## config.mk

```make
export PLATFORM = sky130hd
export DESIGN_NAME = nibble_serial_addsub_ctrl
export DESIGN_NICKNAME = d
export VERILOG_FILES = /design/src/rtl/nibble_serial_addsub_ctrl.sv
export SDC_FILE = /design/constraint.sdc
export NUM_CORES = 1
export LEC_CHECK = 0
export ABC_AREA = 1
export CAP_MARGIN = 40
export CORE_MARGIN = 1
export CORE_UTILIZATION = 35
export CTS_CLUSTER_DIAMETER = 60
export DETAILED_ROUTE_END_ITERATION = 8
export GPL_ROUTABILITY_DRIVEN = 1
export SYNTH_ARGS = -nofsm -noshare
export SYNTH_HDL_FRONTEND = slang
export SYNTH_SLANG_ARGS = --single-unit
export TNS_END_PERCENT = 20
```

## constraint.sdc

```tcl
create_clock -name clk -period 3.85 [get_ports clk]
set_input_delay 0.77 -clock clk [delete_from_list [all_inputs] [get_ports clk]]
set_output_delay 0.77 -clock clk [all_outputs]
set_load 0.01 [all_outputs]
```

## src/rtl/nibble_serial_addsub_ctrl.sv

```systemverilog
// ============================================================================
// Module   : nibble_serial_addsub_ctrl
// Brief    : Wide add/subtract sequenced through one 4-bit CLA slice, LSB
//            nibble first. Optional saturation with macro ADDSUB_SAT_EN.
// Revision : 1.0 - initial release
// ============================================================================
`default_nettype none

module nibble_serial_addsub_ctrl #(
    parameter int NIBBLES = 4
) (
    input  logic                   clk,
    input  logic                   rst_n,
    input  logic                   start,
    input  logic                   sub,
    input  logic [4*NIBBLES-1:0]   a,
    input  logic [4*NIBBLES-1:0]   b,
    output logic                   busy,
    output logic                   done,
    output logic [4*NIBBLES-1:0]   result,
    output logic                   ovfl,
    output logic                   cout,
    output logic                   zero,
    output logic                   neg
);

    localparam int W     = 4 * NIBBLES;
    localparam int IDX_W = (NIBBLES > 1) ? $clog2(NIBBLES) : 1;

    localparam logic [1:0] c_st_idle = 2'd0;
    localparam logic [1:0] c_st_run  = 2'd1;
    localparam logic [1:0] c_st_done = 2'd2;

    localparam logic [IDX_W-1:0] c_last_idx = IDX_W'(NIBBLES - 1);

    logic [1:0]       r_state;
    logic [W-1:0]     r_a;
    logic [W-1:0]     r_b;
    logic [W-1:0]     r_acc;
    logic             r_carry;
    logic [IDX_W-1:0] r_idx;

    logic [3:0]       w_nib_a;
    logic [3:0]       w_nib_b;
    logic [3:0]       w_nib_s;
    logic             w_nib_cout;
    logic             w_slice_sub;
    logic [W-1:0]     w_raw;
    logic [W-1:0]     w_final;
    logic             w_ovfl;
    logic             w_last;

    assign w_nib_a     = r_a[{r_idx, 2'b00} +: 4];
    assign w_nib_b     = r_b[{r_idx, 2'b00} +: 4];
    // Inversion already applied when operands were latched; the slice only adds.
    assign w_slice_sub = 1'b0;

    always_comb begin : cla_slice
        logic [3:0] v_b;
        logic [3:0] v_p;
        logic [3:0] v_g;
        logic [4:0] v_c;
        v_b    = w_nib_b ^ {4{w_slice_sub}};
        v_p    = w_nib_a ^ v_b;
        v_g    = w_nib_a & v_b;
        v_c[0] = r_carry;
        v_c[1] = v_g[0] | (v_p[0] & v_c[0]);
        v_c[2] = v_g[1] | (v_p[1] & v_g[0]) | (v_p[1] & v_p[0] & v_c[0]);
        v_c[3] = v_g[2] | (v_p[2] & v_g[1]) | (v_p[2] & v_p[1] & v_g[0])
               | (v_p[2] & v_p[1] & v_p[0] & v_c[0]);
        v_c[4] = v_g[3] | (v_p[3] & v_g[2]) | (v_p[3] & v_p[2] & v_g[1])
               | (v_p[3] & v_p[2] & v_p[1] & v_g[0])
               | (v_p[3] & v_p[2] & v_p[1] & v_p[0] & v_c[0]);
        w_nib_s    = v_p ^ v_c[3:0];
        w_nib_cout = v_c[4];
    end

    always_comb begin
        w_raw = r_acc;
        w_raw[{r_idx, 2'b00} +: 4] = w_nib_s;
    end

    assign w_ovfl = (r_a[W-1] == r_b[W-1]) && (w_raw[W-1] != r_a[W-1]);
    assign w_last = (r_idx == c_last_idx);

`ifdef ADDSUB_SAT_EN
    always_comb begin
        w_final = w_raw;
        if (w_ovfl) begin
            w_final = r_a[W-1] ? {1'b1, {(W-1){1'b0}}} : {1'b0, {(W-1){1'b1}}};
        end
    end
`else
    assign w_final = w_raw;
`endif

    always_ff @(posedge clk or negedge rst_n) begin
        if (!rst_n) begin
            r_state <= c_st_idle;
            r_a     <= '0;
            r_b     <= '0;
            r_acc   <= '0;
            r_carry <= 1'b0;
            r_idx   <= '0;
            result  <= '0;
            ovfl    <= 1'b0;
            cout    <= 1'b0;
            zero    <= 1'b0;
            neg     <= 1'b0;
        end else begin
            case (r_state)
                c_st_idle, c_st_done: begin
                    if (start) begin
                        r_a     <= a;
                        r_b     <= sub ? ~b : b;
                        r_carry <= sub;
                        r_idx   <= '0;
                        r_acc   <= '0;
                        r_state <= c_st_run;
                    end else begin
                        r_state <= c_st_idle;
                    end
                end
                c_st_run: begin
                    r_acc   <= w_raw;
                    r_carry <= w_nib_cout;
                    r_idx   <= r_idx + 1'b1;
                    if (w_last) begin
                        r_state <= c_st_done;
                        result  <= w_final;
                        ovfl    <= w_ovfl;
                        cout    <= w_nib_cout;
                        zero    <= (w_final == '0);
                        neg     <= w_final[W-1];
                    end
                end
                default: r_state <= c_st_idle;
            endcase
        end
    end

    assign busy = (r_state == c_st_run);
    assign done = (r_state == c_st_done);

endmodule

`default_nettype wire

```

==> results.yml, run 1 <==
routing:
  drtPass1Iterations: 4
  top_layer: "met4"
  m1WireLength_um: 3820
  vias_per_cell: 4.775
  wl_met3_um: 352
  dr_total_vias: 2884
  drt_iter0_markers: 122
  wl_met2_um: 3714
  wl_per_cell_um: 13.33
  wirelength_um: 8050
  drc_errors: 0
  ant_nets: 0
global_route:
  grt_pass1_vias: 2846
  grt_max_degree: 50
  grt_use_total: 0.1587
  antenna_found_initial: 0
  grt_pass1_wl_um: 13740
  grt_overflow: 0
logic_synthesis:
  syn-num-nets: 459
  synth_area_leaders: "dfrtp_1, nand2_1, o21ai_0, mux2_2, xnor2_1"
  yosysWarnings: 0
  synth_cell_types: 28
  seq_area_frac_synth: 0.4995
  avgSynthCellArea_sq_um: 8.777
  synth_top_area_cell: "dfrtp_1"
  synth_top_area_frac: 0.4995
  syn_area_sq_mm: 0.003607
  ys_seq_elements: 72
  syn_inst: 411
power:
  power_uw: 3913
  power.density_mw_per_mm2: 871.6
  power.leakage_uw: 0.002055
  ir_worst_vdd_v: 0.0003333
setup_path:
  cp-start-kind: "flop"
  r2r-end: "zero$_DFFE_PN0P_"
  worstReg2RegStart: "r_idx[1]$_DFFE_PN0P_"
  cp_top_family: "compound AO/OA/AOI/OAI gates"
  rrSetupSlack_ns: 1.01
  crit_type: "flop to flop"
  cp.required_ns: 4.09
  crit_path_end_kind: "flop"
  cp_slowest_cell: "fa_1"
  rr_worst_depth: 13
  arrival_ns: 3.08
  crit_path_max_fanout: 12
  cp_slowest_stage_delay_ns: 0.58
  cp.buffers_inverters: 1
  path_cells: "clkinv_1 > o21ai_0 > o22ai_1 > fa_1 > nand3_1 > o22ai_1 > nor2_1 > nand2_1 > nor2_1 > nand2_1 > nor2_1 > nand3_1 > nand2_1"
clock_tree:
  cts_hold_buffers: 0
  clk_pin_slew_ns: 0.07
  cts_tree: "done"
  cts_buffers: 9
  cts_setup_buffers: 0
  clk_latency_ns: 0.35
  cts_resized: 0
  clock_path_buffers: 2
  cts.sinks: 72
  cts_root_buffer: "clkbuf_8"
  htreeDepth: 3
sta:
  setup_violations: 0
  relSlewSlack: 0.4198
  final_hold_viol_count: 0
  fin_crit_ns: 2.836
  finalCritPeriodShare: 0.7366
  max_freq_mhz: 352.6
  final.setup.tns_ns: 0
  worst_slew_pin_slew_ns: 0.8675
  fin_skew_ns: 0.006832
  rsz0062_at_grt: "no"
  maxSlewViolCount: 0
min_path:
  hold_class: "input pin to async pin"
layout:
  syn_to_final_growth_pct: 24.45
  diodes: 0
  final_cell_area_sq_mm: 0.004489
  drive_gt1_frac: 0.09342
  layout.nets: 514
floorplanning:
  die_h_um: 103.5
  core_sq_mm: 0.009864
  start_util: 0.3657
  rows: 36
  dieArea_sq_mm: 0.01072
  die_w_um: 103.5
  ios: 58
flow_run:
  cap_violations: 0
placement:
  placed_area_sq_mm: 0.004302
  place_hpwl_um: 5826
  gp_congestion: 0.8412
  port-buffer-count: 57
outcome:
  run_status: "finished, final reports clean"
[cell families (layout without fill, tap and decap cells)]
kind of cell,Yosys count,count (layout),synth area share
fa+ha+maj,12,12,0.04370
compound gates,81,81,0.1204
flops,72,72,0.4995
simple gates,163,163,0.1901
mux,16,16,0.04995
buf+inv,51,111,0.05758
xor+xnor,16,16,0.03885
[worst max-delay path by stage]
stage / slack, ns / cells past startpoint / to / startpoint
2_1_floorplan: 1.22 / 15 / zero$_DFFE_PN0P_ / r_idx[0]$_DFFE_PN0P_
3_3_place_gp: 1.21 / 13 / zero$_DFFE_PN0P_ / r_idx[0]$_DFFE_PN0P_
3_5_place_dp: 1.09 / 13 / zero$_DFFE_PN0P_ / r_idx[1]$_DFFE_PN0P_
4_1_cts: 1.05 / 13 / zero$_DFFE_PN0P_ / r_idx[1]$_DFFE_PN0P_
5_1_grt: 0.72 / 13 / zero$_DFFE_PN0P_ / r_idx[0]$_DFFE_PN0P_
6_report: 1.01 / 13 / zero$_DFFE_PN0P_ / r_idx[1]$_DFFE_PN0P_
[synth_stat cells]
cell type,n
inv_2,2
nand3_1,10
inv_1,31
nand4_1,6
a21o_1,1
fa_1,1
and2_0,1
nor2_8,1
a22oi_1,1
buf_4,1
dfrtp_1,72
o22ai_1,14
o21a_1,1
nor2_1,34
nand2_2,2
or2_0,1
nand2_1,105
nand2_4,1
xnor2_1,16
clkinv_1,1
nand3_2,2
buf_2,10
a21oi_1,5
mux2_2,16
o21ai_0,58
a22o_1,1
clkbuf_1,6
ha_1,11
[cells in the final DEF (no fill, tap or decap), drive strengths merged, types with 2 or more instances in the layout]
cell type      instances
a21oi                  5
buf                    5
clkbuf                10
clkdlybuf4s50         56
clkinv                 4
clkinvlp               2
dfrtp                 72
ha                    11
inv                   33
mux2                  16
nand2                108
nand3                 12
nand4                  6
nor2                  35
o21ai                 58
o22ai                 14
xnor2                 16
[final cells by class]
| class | count | area (sq um) |
|---|---|---|
| Clock buffer | 10 | 127.6 |
| Clock inverter | 6 | 60.06 |
| Fill cell | 966 | 5375 |
| Inverter | 34 | 127.6 |
| Multi-Input combinational cell | 288 | 1598 |
| Sequential cell | 72 | 1802 |
| Tap cell | 133 | 166.4 |
| Timing Repair Buffer | 61 | 608.1 |
[registers in the layout (all words and copies together) (netlist names)]
| signal | count |
|---|---|
| cout | 1 |
| ovfl | 1 |
| r_a | 16 |
| r_acc | 16 |
| r_b | 16 |
| r_carry | 1 |
| r_idx | 2 |
| r_state | 2 |
| result | 16 |
| zero | 1 |
[through the flow]
stage	hold WS (ns)	setup slack, ns	std cells	utilization
after floorplan	0.4478	1.223	411	-
after global placement	0.4587	1.207	587	0.4340
after detailed placement	0.4706	1.091	588	0.4361
after CTS	0.4435	1.052	604	0.4551
after global routing	0.4673	0.7194	604	0.4551
final	0.4343	1.014	604	0.4551
[report_power, final]
group / switching, uW / total [uW] / internal, uW
logic: 1230 / 2030 / 800
clock network: 277 / 573 / 296
registers: 225 / 1310 / 1090
[routing by layer]
layer	GRT usage	vias to the layer above
li1	-	1453
met1	0.2113	1335
met2	0.2536	81
met3	0.03524	15
met4	0.05694	0
met5	0	-
[worst reg2reg max path, cell delays in order, from the launching register on]
cell and delay (ns):
dfrtp_1 0.57, clkinv_1 0.38, o21ai_0 0.18, o22ai_1 0.16
fa_1 0.58, nand3_1 0.11, o22ai_1 0.30, nor2_1 0.09
nand2_1 0.07, nor2_1 0.05, nand2_1 0.07, nor2_1 0.05
nand3_1 0.07, nand2_1 0.05
Note: power is estimated with default switching activity, not from simulation.
==> run 2: changes to the inputs <==
==> constraint.sdc (replaced) <==
create_clock -name clk -period 2.7 [get_ports clk]
set_input_delay 0.54 -clock clk [delete_from_list [all_inputs] [get_ports clk]]
set_output_delay 0.54 -clock clk [all_outputs]
set_load 0.01 [all_outputs]
==> results.yml, run 2 (synthesis gave the netlist of run 1 again) <==
routing:
  drt_iter0_markers: 114
  wl_per_cell_um: 13.27
  ant_nets: 0
  wirelength_um: 8079
  drc_errors: 0
  drtPass1Iterations: 5
  dr_total_vias: 2896
  vias_per_cell: 4.755
sta:
  fin_skew_ns: 0.009970
  fin_crit_ns: 2.496
  maxSlewViolCount: 0
  final.setup.tns_ns: 0
  final_hold_viol_count: 0
  relSlewSlack: 0.6924
  max_freq_mhz: 400.6
  finalCritPeriodShare: 0.9246
  setup_violations: 0
  worst_slew_pin_slew_ns: 0.4614
layout:
  layout.nets: 519
  diodes: 0
  fin_util: 0.4669
  num-fill-cells: 949
  final_cell_area_sq_mm: 0.004606
  final_cell_mix: "nand2_1, dfrtp_1, o21ai_0"
  fin_cells: 609
  drive_gt1_frac: 0.1071
  seqCellArea_sq_mm: 0.001802
  syn_to_final_growth_pct: 27.68
  final_common_cell: "nand2_1"
  multi_input_area_sq_mm: 0.001604
placement:
  place_hpwl_um: 5999
  dp.cells: 593
  placed_area_sq_mm: 0.004327
  port-buffer-count: 57
  gp_congestion: 0.8408
global_route:
  grt_max_degree: 50
  grt_overflow: 0
  grt_pass1_vias: 2867
  antenna_found_initial: 0
  grt_pass1_wl_um: 13830
  grt_use_total: 0.1611
setup_path:
  cp_slowest_cell: "fa_1"
  worstReg2RegStart: "r_idx[1]$_DFFE_PN0P_"
  crit_path_max_fanout: 12
  crit_path_end_kind: "flop"
  crit_type: "flop to flop"
  arrival_ns: 2.80
  path_cells: "clkinvlp_4 > o21ai_0 > o22ai_1 > fa_1 > nand3_1 > inv_1 > a22oi_1 > nand2_1 > nor2_1 > nand2_1 > nor2_1 > nand3_1 > nand2_1"
  crit_top_cell: "nand2_1"
  cp-start-kind: "flop"
  cp_slowest_stage_delay_ns: 0.53
  worstSetupEndpoint: "zero$_DFFE_PN0P_"
  rr_worst_depth: 13
  cp.required_ns: 3.00
  crit_start: "r_idx[1]$_DFFE_PN0P_"
  r2r-end: "zero$_DFFE_PN0P_"
  rrSetupSlack_ns: 0.20
clock_tree:
  htreeDepth: 3
  clock_path_buffers: 2
  cts_setup_buffers: 0
  cts.sinks: 72
  cts_root_buffer: "clkbuf_8"
  clk_latency_ns: 0.36
  cts_tree: "done"
  clk_pin_slew_ns: 0.08
  cts_resized: 0
  cts_buffers: 9
  cts_hold_buffers: 0
power:
  ir_worst_vdd_v: 0.0005529
  power.density_mw_per_mm2: 1293
  power_uw: 5955
  power.leakage_uw: 0.002113
min_path:
  hold_class: "input pin to async pin"
outcome:
  run_status: "finished, final reports clean"
floorplanning:
  ios: 58
  start_util: 0.3657
  core_sq_mm: 0.009864
  dieArea_sq_mm: 0.01072
  die_h_um: 103.5
  die_w_um: 103.5
  rows: 36
flow_run:
  cap_violations: 0
[run 2: worst min-delay path by stage]
stage                     startpoint                    end  slack (ns)  depth (start not counted)
2_1_floorplan                  rst_n       cout$_DFFE_PN0P_        0.24                          0
3_3_place_gp    r_acc[0]$_DFFE_PN0P_   r_acc[0]$_DFFE_PN0P_        0.46                          1
3_5_place_dp   result[6]$_DFFE_PN0P_  result[6]$_DFFE_PN0P_        0.47                          2
4_1_cts                        rst_n  result[3]$_DFFE_PN0P_        0.10                          1
5_1_grt                        rst_n  result[3]$_DFFE_PN0P_        0.13                          1
6_report                       rst_n  result[3]$_DFFE_PN0P_        0.09                          1
[run 2: per-stage QoR]
| stage | setup slack [ns] | hold slack [ns] |
|---|---|---|
| global placement | 0.3045 | 0.4592 |
| CTS | 0.1870 | 0.1047 |
| finish | 0.2036 | 0.09418 |
| floorplan | 0.07300 | 0.2444 |
| global route | -0.02991 | 0.1259 |
| detailed placement | 0.2013 | 0.4706 |
[run 2: area by class of cell]
type | instances | area share
flip-flops and latches | 72 | 0.3912
multi-input cells | 288 | 0.3483
repair buffers | 66 | 0.1375
well taps | 133 | 0.03613
clock buffers | 11 | 0.03070
inverters | 34 | 0.02852
clock inverters | 5 | 0.02771
[run 2: critical path: cells and delay by family, from the launching register on]
kind,cells,cell delay (ns)
fa+ha+maj,1,0.53
compound gates,3,0.63
simple gates,7,0.63
buf+inv,2,0.24
flops,1,0.42
[run 2: per-layer routing]
metal / vias to the layer above / global-route usage / wire length, um
met5: - / 0 / 0
met4: 0 / 0.06315 / 159
met3: 18 / 0.03650 / 321
met2: 69 / 0.2665 / 3780
met1: 1351 / 0.2042 / 3816
li1: 1458 / - / -
[run 2: power by group]
group / internal, uW / total (uW) / switching (uW)
Clock: 733 / 1140 / 409
Combinational: 1180 / 2970 / 1780
Sequential: 1550 / 1850 / 292
==> run 3: changes to the inputs <==
--- a/config.mk
+++ b/config.mk
@@ -6,7 +6,6 @@
 export NUM_CORES = 1
 export LEC_CHECK = 0
 export ABC_AREA = 1
-export CAP_MARGIN = 40
 export CORE_MARGIN = 1
 export CORE_UTILIZATION = 35
 export CTS_CLUSTER_DIAMETER = 60
==> results of run 3 <==
Final layout, timing and power as in run 2 (identical DEF).
